--- src/rtl/nested_loop_counter.sv ---
// Multi-level nested loop counter with start/busy/done handshake.
// Level 0 is innermost; each level carries into the next when it wraps.
module nested_loop_counter #(
   parameter int NUM_LEVELS = 2,
   parameter int CNT_WIDTH  = 4
) (
   input  logic                             clk,
   input  logic                             reset,
   input  logic                             start,
   input  logic [NUM_LEVELS*CNT_WIDTH-1:0]  bounds,
   input  logic                             advance,
   input  logic                             abort,
   output logic [NUM_LEVELS*CNT_WIDTH-1:0]  count,
   output logic [NUM_LEVELS-1:0]            wrap,
   output logic                             busy,
   output logic                             done,
   output logic                             cfg_err
);

   localparam logic [CNT_WIDTH-1:0] ONE = {{(CNT_WIDTH-1){1'b0}}, 1'b1};

   typedef enum logic {IDLE, RUN} state_t;

   state_t                          state_reg;
   logic [NUM_LEVELS*CNT_WIDTH-1:0] count_reg;
   logic [NUM_LEVELS*CNT_WIDTH-1:0] bound_reg;
   logic [NUM_LEVELS-1:0]           wrap_reg;
   logic                            busy_reg;
   logic                            done_reg;
   logic                            cfg_err_reg;

   logic [NUM_LEVELS:0]             carry;
   logic [NUM_LEVELS-1:0]           level_wrap;
   logic [NUM_LEVELS-1:0]           bound_nonzero;
   logic [NUM_LEVELS*CNT_WIDTH-1:0] count_next;
   logic                            bounds_ok;

   // carry[0] is the advance request itself; the FSM only consumes count_next on advance
   assign carry[0] = 1'b1;

   generate
      for (genvar gi = 0; gi < NUM_LEVELS; gi++) begin : g_level
         logic [CNT_WIDTH-1:0] cur;
         logic [CNT_WIDTH-1:0] bnd;
         assign cur                = count_reg[gi*CNT_WIDTH +: CNT_WIDTH];
         assign bnd                = bound_reg[gi*CNT_WIDTH +: CNT_WIDTH];
         assign level_wrap[gi]     = carry[gi] && (cur == (bnd - ONE));
         assign carry[gi+1]        = level_wrap[gi];
         assign bound_nonzero[gi]  = (bounds[gi*CNT_WIDTH +: CNT_WIDTH] != '0);
         assign count_next[gi*CNT_WIDTH +: CNT_WIDTH] =
            level_wrap[gi] ? '0 : (carry[gi] ? cur + ONE : cur);
      end
   endgenerate

   assign bounds_ok = &bound_nonzero;

   always_ff @(posedge clk) begin
      if (reset) begin
         state_reg   <= IDLE;
         count_reg   <= '0;
         bound_reg   <= '0;
         wrap_reg    <= '0;
         busy_reg    <= 1'b0;
         done_reg    <= 1'b0;
         cfg_err_reg <= 1'b0;
      end else begin
         wrap_reg    <= '0;
         done_reg    <= 1'b0;
         cfg_err_reg <= 1'b0;
         case (state_reg)
            IDLE: begin
               if (start) begin
                  if (bounds_ok) begin
                     bound_reg <= bounds;
                     count_reg <= '0;
                     busy_reg  <= 1'b1;
                     state_reg <= RUN;
                  end else begin
                     cfg_err_reg <= 1'b1;
                  end
               end
            end
            RUN: begin
               if (abort) begin
                  count_reg <= '0;
                  busy_reg  <= 1'b0;
                  state_reg <= IDLE;
               end else if (advance) begin
                  count_reg <= count_next;
                  wrap_reg  <= level_wrap;
                  // outermost carry-out means every level wrapped: run complete
                  if (carry[NUM_LEVELS]) begin
                     done_reg  <= 1'b1;
                     busy_reg  <= 1'b0;
                     state_reg <= IDLE;
                  end
               end
            end
            default: state_reg <= IDLE;
         endcase
      end
   end

   assign count   = count_reg;
   assign wrap    = wrap_reg;
   assign busy    = busy_reg;
   assign done    = done_reg;
   assign cfg_err = cfg_err_reg;

endmodule

--- config.mk ---
export PLATFORM = sky130hd
export DESIGN_NAME = nested_loop_counter
export DESIGN_NICKNAME = d
export VERILOG_FILES = /design/src/rtl/nested_loop_counter.sv
export SDC_FILE = /design/constraint.sdc
export NUM_CORES = 1
export LEC_CHECK = 0
export ABC_CLOCK_PERIOD_IN_PS = 5650
export BUFFER_PORTS_ARGS = -buffer_cell sky130_fd_sc_hd__buf_2
export CAP_MARGIN = 20
export CORE_MARGIN = 10
export CORE_UTILIZATION = 55
export CTS_CLUSTER_DIAMETER = 120
export CTS_CLUSTER_SIZE = 20
export DETAILED_ROUTE_END_ITERATION = 7
export PLACE_DENSITY = 0.81
export SYNTH_ARGS = -nofsm -noshare
export SYNTH_HDL_FRONTEND = slang
export SYNTH_SLANG_ARGS = --single-unit
--- constraint.sdc ---
create_clock -name clk -period 5.65 [get_ports clk]
set_clock_uncertainty 0.2 [all_clocks]
set_input_delay 1.13 -clock clk [delete_from_list [all_inputs] [get_ports clk]]
set_output_delay 1.13 -clock clk [all_outputs]
set_load 0.01 [all_outputs]
# Word-level counts from Yosys, hierarchy flattened
# Cells that the tools add are included.
[word_totals] wordCells=54 output_inout_bits=13 reg_bits=22
[classes] n_bitwise=3 eq_ne=7 n_mux=22 add_sub_neg=4 n_reduce_logical=10
[ops] operator="2-to-1 mux 8 bit" count=4
[ops] operator="case mux 8 bit (2 select lines)" count=1
[ops] operator="2-to-1 mux 1 bit" count=12
[ops] operator="2-to-1 mux 4 bit" count=3
[ops] operator="AND reduction 4 bit" count=3
[ops] operator="adder 4 x 1 -> 4 bit (second input constant)" count=2
[ops] operator="== test 4 bit" count=2
[ops] operator="nonzero test 4 bit" count=2
[ops] operator="subtractor 4 x 1 -> 4 bit (second input constant)" count=2
[ops] operator="inequality test 2 bit (second input constant)" count=2
[ops] operator="inequality test 4 x 2 -> 1 bit (second input constant)" count=1
[ops] operator="case mux 1 bit (2 select lines)" count=2
[ops] operator="OR reduction 4 bit" count=1
[ops] operator="inequality test 3 x 2 -> 1 bit (second input constant)" count=1
[ops] operator="inequality test 3 bit (second input constant)" count=1
[ops] operator="inverter 1 bit" count=3
[ops] operator="AND reduction 3 bit" count=1
[ops] operator="OR reduction 3 bit" count=1
[ops] operator="AND reduction 2 bit" count=1
[ops] operator="logical AND 1 bit" count=1

# Logic depth before layout (Yosys ltp)
[logic_depth] depth_word=7 depth_mapped=7

# Least setup slack after synthesis
# OpenSTA, ideal clock, no wires.
[synth_timing] path_type="input port to flip-flop" from="input reset" to="register count_reg[6] (netlist: count[6])" arrival_time_ps=2205 slack_ps=3183 n_path_buf=1 stages=4 cell_sequence="clkbuf_1 -> nand2b_1 -> or4b_2 -> nand3_1"
[synth_rtl] item="start: declaration" line="8" rtl="input logic reset,"
[synth_rtl] item="end signal: assignment" line="89" rtl="count_reg <= count_next;"
[synth_rtl] item="end: declaration" line="25" rtl="logic [NUM_LEVELS*CNT_WIDTH-1:0] count_reg;"

# Worst setup path in the final report
[layout_timing] from="input bounds[7]" to="register count_reg[3] (netlist: count[3])"
[layout_between] elab_chain_len=4
[layout_rtl] item="start: declaration" line="10" rtl="input logic [NUM_LEVELS*CNT_WIDTH-1:0] bounds,"
[layout_rtl] item="nonzero test 4 bit" line="49" rtl="assign bound_nonzero[gi] = (bounds[gi*CNT_WIDTH +: CNT_WIDTH] != '0);"
[layout_rtl] item="AND reduction 2 bit" line="55" rtl="assign bounds_ok = &bound_nonzero;"
[layout_rtl] item="inequality test 2 bit (no source line)"
[layout_rtl] item="AND reduction 3 bit (no source line)"
# Every way passes these cells.
# A chain may end at the register's enable or synchronous reset.

==> results.py <==
metrics = {
    "floorplan": {
        "rows": 16,
        "io_pins": 26,
        "die_w_um": 65.2,
        "core_mm2": 0.00196,
        "die_y_um": 65.2,
        "initial_core_util": 0.573,
        "dieArea_mm2": 0.00425,
    },
    "clock_tree": {
        "cts_tree": "done",
        "cts.repair.resized": 0,
        "clock-sinks": 21,
        "clockRootBuffer": "clkbuf_4",
        "clkTransAtPathRegs_ns": 0.11,
        "cts_buffers": 3,
        "post-cts-setup-buffers": 0,
        "htree_levels": 1,
        "cts_buffer_depth": 2,
        "insertion_delay_ns": 0.30,
        "hold_buffers": 0,
    },
    "timing": {
        "min_period_ns": 2.75,
        "grt_setup_unrepaired": "false",
        "fin_ws_ns": 2.90,
        "fin_setup_tns_ns": 0,
        "tightest_slew_ns": 1.04,
        "slew_violations": 0,
        "setup_viol": 0,
        "slew_headroom": 0.302,
        "hold_viol": 0,
        "finalCritPeriodShare": 0.486,
        "clock.fmax_ghz": 0.364,
    },
    "run": {
        "cap_violations": 0,
    },
    "route": {
        "drtPass1Iterations": 4,
        "vias": 979,
        "viasPerCell": 5.59,
        "drc": 0,
        "drt_iter0_drc": 53,
        "wl_per_cell_um": 14.4,
        "wl_um": 2530,
        "ant_nets": 0,
    },
    "yosys": {
        "ys_ff_latch": 21,
        "netlist_area_mm2": 0.00112,
        "syn_area_per_cell_um2": 9.14,
        "synth_fa_ha_area_frac": 0.0445,
        "synth-edff-count": 0,
        "synth-async-reset-ratio": 0,
        "yosys_warnings": 0,
        "synth_top_family_by_area": "simple AND/OR/NAND/NOR gates",
        "synth-xor-area-share": 0.100,
        "synth_cell_type_count": 37,
        "synth-simple-area-share": 0.260,
        "synth_fp_nets": 140,
        "synthMuxAreaShare": 0.0801,
        "seq_area_frac_synth": 0.374,
        "synth_ff_type": "dfxtp_1",
        "synth-compound-area-share": 0.107,
        "syn_inst": 123,
    },
    "finish": {
        "layout.nets": 166,
        "final_cell_mix": "buf_2 (25), dfxtp_1 (21), nor2_1 (14)",
        "regArea_um2": 420,
        "num_antenna_cells": 0,
        "final_common_cell": "buf_2",
        "multi_input_area_um2": 671,
        "drive_gt1_frac": 0.230,
        "areaGrowthSynthToFinish_pct": 15.1,
        "fillers": 188,
    },
    "global_routing": {
        "grt_pass1_wl_um": 4490,
        "grt_max_degree": 19,
        "first_global_vias": 1019,
        "overflow": 0,
        "grtUsageTotal": 0.127,
        "antenna_found_initial": 0,
    },
    "power": {
        "clockPowerShare": 0.250,
        "ir_drop_v": 0.000157,
        "power_frac_seq": 0.563,
        "intPower_uw": 205,
        "p_sw_uw": 79.3,
        "leakage_uw": 0.000580,
        "power_density_mw_per_mm2": 220,
        "p_sw_frac": 0.279,
        "pwr-share-comb": 0.187,
    },
    "critical_path": {
        "path_cells": "buf_2 > nor4_1 > nor3_2 > nor2b_1 > nor4b_1 > a21o_1",
        "cp_max_fo": 13,
        "crit_type": "input port to register",
        "start_kind": "input port",
        "crit_arrival_ns": 2.80,
        "cpPeakStageDelay_ns": 0.85,
        "cp_top_family": "simple AND/OR/NAND/NOR gates",
        "cp_slowest_cell": "nor3_2",
        "critPathCaptureType": "register",
        "path_buf_inv": 1,
        "worstPathRequired_ns": 5.71,
    },
    "place": {
        "port_buffers": 25,
        "dpl_worst_slack_ns": 2.60,
        "dpl.hpwl_um": 1930,
        "gp_congestion": 0.763,
    },
    "outcome": {
        "outcome": "finished clean",
    },
    "hold_path": {
        "hold_path.class": "register to register",
    },
}
cell usage after synthesis, drive strengths merged, types with 2 or more instances:
cell | n | share of area
a21oi | 4 | 0.018
or4 | 2 | 0.013
xnor2 | 5 | 0.039
mux2i | 9 | 0.080
nand2b | 3 | 0.017
nand3 | 6 | 0.038
dfxtp | 21 | 0.37
inv | 5 | 0.017
nor4 | 2 | 0.011
o21ai | 6 | 0.027
a211oi | 2 | 0.013
nand4 | 2 | 0.011
nor3 | 6 | 0.037
buf | 2 | 0.011
xor2 | 5 | 0.039
nand3b | 2 | 0.013
clkbuf | 2 | 0.0067
nor2 | 14 | 0.047
nor2b | 3 | 0.017
ha | 4 | 0.044
nand2 | 5 | 0.017
metal layers:
layer / track usage / vias up / part of all wire
met1: 0.138 / 456 / 0.43
met5: 0 / - / 0
met4: 0.0508 / 0 / 0.012
met3: 0.0356 / 4 / 0.052
met2: 0.226 / 23 / 0.50
li1: - / 496 / -
kinds of logic after synthesis:
| family | count (synthesis) |
|---|---|
| flip-flops | 21 |
| AO/OA/AOI/OAI | 19 |
| AND/OR/NAND/NOR | 50 |
| XOR/XNOR | 11 |
| buffers and inverters | 9 |
| adder cells (fa/ha/maj) | 4 |
| multiplexers | 9 |
layout make-up:
type                    instances  share of cell area
well taps                      27              0.0261
clock buffers                   4              0.0203
multi-input cells              93               0.518
flip-flops and latches         21               0.325
inverters                       5              0.0145
repair buffers                 25              0.0966
stage by stage:
| step | util | hold WS (ns) | power (uW) | area, um^2 | instances |
|---|---|---|---|---|---|
| final | 0.660 | 0.309 | 285 | 1290 | 175 |
| after global routing | 0.660 | 0.359 | 302 | 1290 | 175 |
| after CTS | 0.660 | 0.310 | 288 | 1290 | 175 |
| after detailed placement | 0.647 | 0.294 | 216 | 1270 | 171 |
| after global placement | 0.647 | 0.306 | 214 | 1270 | 171 |
| after floorplan | - | 0.281 | 202 | 1120 | 123 |
path summary, 6_finish.rpt:
kind                            startpoint  endpoint  slack (ns)  cells past startpoint
worst min-delay path                  busy      busy        0.31                      2
worst min register to register        busy      busy        0.31                      2
worst max register to register   state_reg  count[3]        3.38                      5
worst max-delay path             bounds[7]  count[3]        2.90                      6
worst min-delay path, stage by stage (launching register included):
cell and delay, ns:
dfxtp_1 0.33, nor2_1 0.09, a211oi_1 0.05
power by group through the flow:
stage               clock, uW  combinational, uW  sequential [uW]
floorplan                   0               38.8              163
global placement            0               50.8              163
detailed placement          0               52.8              164
CTS                      74.2               53.5              160
global route             80.9               59.9              161
finish                   71.1               53.3              160
Note: power is estimated with default switching activity, not from simulation.
